--- config.mk ---
export PLATFORM = sky130hd
export DESIGN_NAME = e203_itcm_icb_slv
export DESIGN_NICKNAME = d
export VERILOG_FILES = /design/src/rtl/e203_itcm_icb_slv.sv
export SDC_FILE = /design/constraint.sdc
export NUM_CORES = 1
export LEC_CHECK = 0
export CAP_MARGIN = 20
export CELL_PAD_IN_SITES_DETAIL_PLACEMENT = 1
export CELL_PAD_IN_SITES_GLOBAL_PLACEMENT = 2
export CORE_AREA = 2 2 127 129
export CTS_CLUSTER_DIAMETER = 200
export DETAILED_ROUTE_END_ITERATION = 16
export DIE_AREA = 0 0 129 131
export DONT_BUFFER_PORTS = 1
export PLACE_DENSITY = 0.88
export SETUP_SLACK_MARGIN = 0.5
export SLEW_MARGIN = 20
export SYNTH_ARGS = -nofsm -noshare
export SYNTH_HDL_FRONTEND = slang
export SYNTH_SLANG_ARGS = --single-unit
--- constraint.sdc ---
create_clock -name clk -period 2.4 [get_ports clk]
set_input_delay 0.12 -clock clk [delete_from_list [all_inputs] [get_ports clk]]
set_output_delay 0.12 -clock clk [all_outputs]
set_load 0.01 [all_outputs]
--- src/rtl/e203_itcm_icb_slv.sv ---
// ---------------------------------------------------------------------------
// e203_itcm_icb_slv
//   ICB responder for the ITCM. Accepts ICB read/write commands, drives a
//   single-port synchronous SRAM with 1-cycle read latency, and returns
//   responses in order. At most one response is outstanding. Back-to-back
//   throughput is one access per cycle while the response side keeps
//   rsp_ready high.
//
// Ports
//   clk, rst               core clock, synchronous active-high reset
//   icb_cmd_*              ICB command channel (valid/ready, addr, read,
//                          wdata, wmask)
//   icb_rsp_*              ICB response channel (valid/ready, err, rdata)
//   ram_cs/we/addr/wem/din SRAM control, combinational from the command and
//                          gated by the command handshake
//   ram_dout               SRAM read data, valid the cycle after a read cs
//   itcm_holdup            ram_dout still holds the data of the last read
//   itcm_active            clock-gating hint (pending rsp or incoming cmd)
//
// Handshake rule: a transfer happens on a channel in every cycle where its
// valid and ready are both high at the rising clock edge. A valid source
// keeps its payload stable until that transfer.
//
// Configuration macro
//   E203_ITCM_HOLDUP_EN  when defined, implements the holdup flag; otherwise
//                        itcm_holdup is tied to 0.
// ---------------------------------------------------------------------------
module e203_itcm_icb_slv #(
  parameter int          AW   = 16,
  parameter int          DW   = 64,
  parameter int          MW   = 8,
  parameter logic [31:0] BASE = 32'h8000_0000
) (
  input  logic                        clk,
  input  logic                        rst,
  input  logic                        icb_cmd_valid,
  output logic                        icb_cmd_ready,
  input  logic [31:0]                 icb_cmd_addr,
  input  logic                        icb_cmd_read,
  input  logic [DW-1:0]               icb_cmd_wdata,
  input  logic [MW-1:0]               icb_cmd_wmask,
  output logic                        icb_rsp_valid,
  input  logic                        icb_rsp_ready,
  output logic                        icb_rsp_err,
  output logic [DW-1:0]               icb_rsp_rdata,
  output logic                        ram_cs,
  output logic                        ram_we,
  output logic [AW-$clog2(MW)-1:0]    ram_addr,
  output logic [MW-1:0]               ram_wem,
  output logic [DW-1:0]               ram_din,
  input  logic [DW-1:0]               ram_dout,
  output logic                        itcm_holdup,
  output logic                        itcm_active
);

  localparam int OW  = $clog2(MW);
  localparam int RAW = AW - OW;

  // Response-side state
  logic          rsp_pend_q, rsp_pend_d;
  logic          fresh_q, fresh_d;   // ram_dout still carries this rsp's data
  logic          err_q, err_d;
  logic          rd_q, rd_d;
  logic [DW-1:0] hold_q, hold_d;     // captured read data while stalled

  logic cmd_accept;
  logic in_range;
  logic rsp_hsk;

  // Byte-offset bits never reach the word-addressed SRAM.
  logic unused_addr_lsb;
  assign unused_addr_lsb = ^icb_cmd_addr[OW-1:0];

  assign in_range      = (icb_cmd_addr[31:AW] == BASE[31:AW]);
  assign icb_cmd_ready = ~rsp_pend_q | icb_rsp_ready;
  assign cmd_accept    = icb_cmd_valid & icb_cmd_ready;
  assign rsp_hsk       = rsp_pend_q & icb_rsp_ready;

  // SRAM drive: nothing reaches the macro unless the command is accepted.
  always_comb begin
    ram_cs   = 1'b0;
    ram_we   = 1'b0;
    ram_addr = '0;
    ram_wem  = '0;
    ram_din  = '0;
    if (cmd_accept) begin
      ram_addr = icb_cmd_addr[AW-1:OW];
      if (in_range) begin
        ram_cs = 1'b1;
        ram_we = ~icb_cmd_read;
        if (!icb_cmd_read) begin
          ram_wem = icb_cmd_wmask;
          ram_din = icb_cmd_wdata;
        end
      end
    end
  end

  // Next-state logic. An accept always reloads the response state, which
  // covers both the idle case and the retire-plus-accept case.
  always_comb begin
    rsp_pend_d = rsp_pend_q;
    fresh_d    = fresh_q;
    err_d      = err_q;
    rd_d       = rd_q;
    hold_d     = hold_q;
    if (cmd_accept) begin
      rsp_pend_d = 1'b1;
      fresh_d    = 1'b1;
      err_d      = ~in_range;
      rd_d       = icb_cmd_read;
    end else if (rsp_hsk) begin
      rsp_pend_d = 1'b0;
      fresh_d    = 1'b0;
    end else if (rsp_pend_q && fresh_q) begin
      // First stall cycle: the SRAM output may change afterwards, so keep
      // a private copy for the rest of the stall.
      hold_d  = ram_dout;
      fresh_d = 1'b0;
    end
  end

  always_ff @(posedge clk) begin
    if (rst) begin
      rsp_pend_q <= 1'b0;
      fresh_q    <= 1'b0;
      err_q      <= 1'b0;
      rd_q       <= 1'b0;
      hold_q     <= '0;
    end else begin
      rsp_pend_q <= rsp_pend_d;
      fresh_q    <= fresh_d;
      err_q      <= err_d;
      rd_q       <= rd_d;
      hold_q     <= hold_d;
    end
  end

  assign icb_rsp_valid = rsp_pend_q;
  assign icb_rsp_err   = err_q;
  assign icb_rsp_rdata = (err_q | ~rd_q) ? '0 : (fresh_q ? ram_dout : hold_q);
  assign itcm_active   = rsp_pend_q | icb_cmd_valid;

`ifdef E203_ITCM_HOLDUP_EN
  // Set by an in-range read, cleared by an in-range write; error accepts and
  // idle cycles leave the SRAM output untouched, so the flag is kept.
  logic holdup_q, holdup_d;

  always_comb begin
    holdup_d = holdup_q;
    if (cmd_accept && in_range) begin
      holdup_d = icb_cmd_read;
    end
  end

  always_ff @(posedge clk) begin
    if (rst) begin
      holdup_q <= 1'b0;
    end else begin
      holdup_q <= holdup_d;
    end
  end

  assign itcm_holdup = holdup_q;
`else
  assign itcm_holdup = 1'b0;
`endif

endmodule

# == Word level (Yosys, flattened, before mapping) ==
# Index checks and enable logic that the tools add are counted.
# Widths: inputs -> output; s select.
# op_classes
n_eq_ne,1
n_mux,18
bitwise_logic,11
n_reduce_logical,4
# ops
operator,count
$mux 64,5
$mux 8,3
$eq 16x16->1 const B,1
$mux 13,1
$mux 1,9
$not 1->1,6
$or 1x1->1,3
$reduce_and 3->1,1
$reduce_bool 3->1,1
$and 1x1->1,2
$reduce_bool 2->1,1
$logic_and 1x1->1,1
# totals
register_bits,68
in_bits,173
output_inout_bits,156

# == Logic depth before layout (Yosys ltp) ==
# depth
word_depth,5
mapped_depth,6

# == Worst setup path before layout ==
# Ideal clock, no wire load.
# synth_timing
kind,register to output
from,"register rsp_pend_q, in the netlist icb_rsp_valid"
to,output ram_din[17]
arrival_ps,1361
slack_ps,919
path_stages_with_launch,7
n_path_buf,3
path_cell_list,dfxtp_1 > nand2b_1 > buf_2 > nand4_1 > buf_2 > buf_6 > nor4_2
# synth_via
elab_chain_len,4
# synth_rtl
element,line_no,rtl
from (decl),60,"logic rsp_pend_q, rsp_pend_d;"
from (signal assigned),131,rsp_pend_q <= rsp_pend_d;
$not 1->1,75,assign icb_cmd_ready = ~rsp_pend_q | icb_rsp_ready;
$or 1x1->1,75,
$and 1x1->1,76,assign cmd_accept = icb_cmd_valid & icb_cmd_ready;
$mux 64,86,if (cmd_accept) begin
to (decl),50,"output logic [DW-1:0] ram_din,"
# No other way between the ends.

# == Worst setup path after layout ==
# layout_timing
from,"register rsp_pend_q, in the netlist icb_rsp_valid"
to,output ram_din[50]
# Same word-level chain as after synthesis.

==> impl_metrics.csv <==
group,metric,value,unit
sta,tightest_slew,0.6875,ns
critical_path,criticalPathCategory,"reg2out",
power_and_ir_drop,power_density,476.7,nW/um^2
yosys,synthArstFlopShare,0,
clocking,cts_tree,"yes",
critical_path,arrival,1.74,ns
hold_path,min-delay-start,"icb_cmd_valid",
yosys,seq_area_frac_synth,0.2964,
detailed_routing,antenna_left,0,
critical_path,setup.worst_path.start,"icb_rsp_valid$_SDFFE_PP0P_",
cells_and_area,synthToLayoutAreaGrowth,36.77,%
critical_path,cp.required,2.28,ns
yosys,ys_top_cells_by_area,"dfxtp_1 30%, mux2i_1 14%, nor4_2 13%, nand2_1 11%, a21oi_1 7.2%",
clocking,clockBufferDepth,2,
global_route,use_met1,0.2327,
global_route,grt_pass1_wl,26.16,mm
job,cap_viol_max_count,0,
floorplan,die-area,16900,um^2
floorplan,io_pins,329,
critical_path,r2r_slack,0.69,ns
yosys,yosysMostFrequentCell,"nand2_1",
yosys,synth_top_area_cell,"dfxtp_1",
cells_and_area,multi_input_area,2781,um^2
yosys,syn_area,4593,um^2
sta,tns,0,ns
sta,hold_slack,0.07264,ns
cells_and_area,drive_above_1_share,0.1980,
place,place.port_buffers,0,
yosys,synth_top_area_share,0.2964,
floorplan,rows,46,
global_route,grt_overflow,0,
cells_and_area,layout.nets,885,
power_and_ir_drop,fin_total_pwr,2995,uW
yosys,synth_ff_type,"dfxtp_1",
critical_path,endpoint,"ram_din[50]",
place,dpl.cell_count,847,
global_route,antenna_found_initial,0,
global_route,grt.total_usage,0.1965,
clocking,ctsHtreeMaxLevel,3,
floorplan,die-height,131,um
power_and_ir_drop,leakage,0.002363,uW
detailed_routing,vias_per_cell,5.155,
yosys,synth.distinct_cells,28,
global_route,grt_start_max_net_pins,75,
power_and_ir_drop,ir_drop,0.0003210,V
detailed_routing,drt_pass1_iterations,4,
outcome,status,"finished, final reports clean",
detailed_routing,drc,0,
sta,relSlewSlack,0.5416,
global_route,grt_use_met2,0.3455,
floorplan,die_w,129,um
sta,period_share,0.7745,
yosys,avgSynthCellArea,7.268,um^2
clocking,root_buffer,"clkbuf_16",
critical_path,reg2reg_from,"fresh_q$_SDFFE_PP0P_",
sta,clock.fmax,538.0,MHz
place,dp_hpwl,11.49,mm
global_route,use_met3,0.04927,
detailed_routing,initialDrtViolationCount,170,
clocking,cts_num_sinks,68,
floorplan,initial_core_util,0.2945,
sta,rsz0062_at_grt,"yes",
sta,layout_min_cycle_time,1.859,ns
critical_path,worstReg2RegEnd,"hold_q[37]$_SDFFE_PP0P_",
critical_path,start_kind,"flip-flop",
yosys,ys_top_cells_by_count,"129 x nand2_1, 74 x inv_1, 68 x dfxtp_1",
cells_and_area,layout.cells.non_filler,933,
yosys,synth_edf_count,0,
sta,hold_viol_final,0,
detailed_routing,post_drt_wl_per_cell,19.25,um
sta,maxSlewViolCount,0,
hold_path,hold_class,"in2reg",
clocking,numCtsBuffers,9,
detailed_routing,totalWireLength,17.96,mm
place,gp_congestion,0.8018,
clocking,clk_latency,0.33,ns
clocking,path_clk_slew,0.05,ns
global_route,top_usage_layer,"met2",
global_route,grt_pass1_vias,5040,
place,pre_cts_slack,0.5339,ns
floorplan,core,15600,um^2
yosys,syn_inst,632,
critical_path,end_kind,"primary output",
yosys,ys_warn_count,0,
detailed_routing,num_vias,4810,
yosys,syn_nets,805,
cells_and_area,fillers,1843,
yosys,ys_seq_elements,68,
sta,setup_viol,0,
cells_and_area,diodes,0,
sta,fin_skew,0.005748,ns
sta,final.setup.worst_slack,0.5412,ns
cells_and_area,seqCellArea,1365,um^2
critical_path,worstPathMaxFanout,29,
critical_path,rr_worst_depth,4,
## flip-flops by register name, summed over array words and instances (netlist names)
name / cells
hold_q: 64
icb_rsp_err: 1
fresh_q: 1
rd_q: 1
icb_rsp_valid: 1
## power by group
group / leakage [uW] / internal [uW] / switching (uW)
clock: 0.000162 / 917 / 494
sequential: 0.000551 / 1150 / 22.8
combinational: 0.00165 / 194 / 215
## through the flow
step	util	instance area, um^2
CTS	0.3968	6190
floorplan	-	4593
detailed placement	0.3271	5101
global route	0.4028	6282
global placement	0.3271	5101
finish	0.4028	6282
## cells by family after synthesis
family	Yosys count	share of synthesized area
simple gates	293	0.3609
buf+inv	137	0.1242
other cells	1	0.0008164
compound gates	69	0.07818
mux	64	0.1395
flops	68	0.2964
## how the worst min path moves through the flow
stage	endpoint	cells after the start
after floorplan	hold_q[0]$_SDFFE_PP0P_	2
after global placement	hold_q[59]$_SDFFE_PP0P_	1
after detailed placement	hold_q[53]$_SDFFE_PP0P_	1
after CTS	fresh_q$_SDFFE_PP0P_	2
after global routing	fresh_q$_SDFFE_PP0P_	2
final	fresh_q$_SDFFE_PP0P_	2
## placed cells by master (no fill, tap or decap), drive strengths merged, types with 64 or more instances in the layout
cell,synthesis,routed
nand2,129,129
inv,74,75
nor4,75,75
dfxtp,68,68
a21oi,66,66
dlygate4sd3,0,66
buf,32,66
nor2,65,65
mux2i,64,64
## layer usage
metal | up-vias | wire (um)
met3 | 45 | 1010
met2 | 212 | 8971
met4 | 0 | 430
met5 | - | 0
met1 | 2312 | 7543
li1 | 2241 | -
## worst max-delay path: stages (launching register included)
cell      delay [ns]
dfxtp_1         0.31
nand2b_1        0.11
nand4_1         0.12
buf_4           0.20
buf_12          0.18
nor4_4          0.28
buf_4           0.19
## cell type report
class	count	area share
clock inverters	3	0.006572
inverters	74	0.04421
multi-input cells	427	0.4427
well taps	216	0.04302
repair buffers	132	0.2016
flip-flops and latches	68	0.2173
clock buffers	13	0.04461
## repair_timing
item | 4_1_cts | 5_1_grt
resized for setup | 7 | 11
endpoints found under the hold margin | 68 | 0
hold buffers | 67 | 0
setup endpoints to repair | 49 | 83
pin swaps | 1 | 0
cloned | 1 | 0
setup buffers | 1 | 1
No activity file was read; power rests on OpenSTA's default activity.
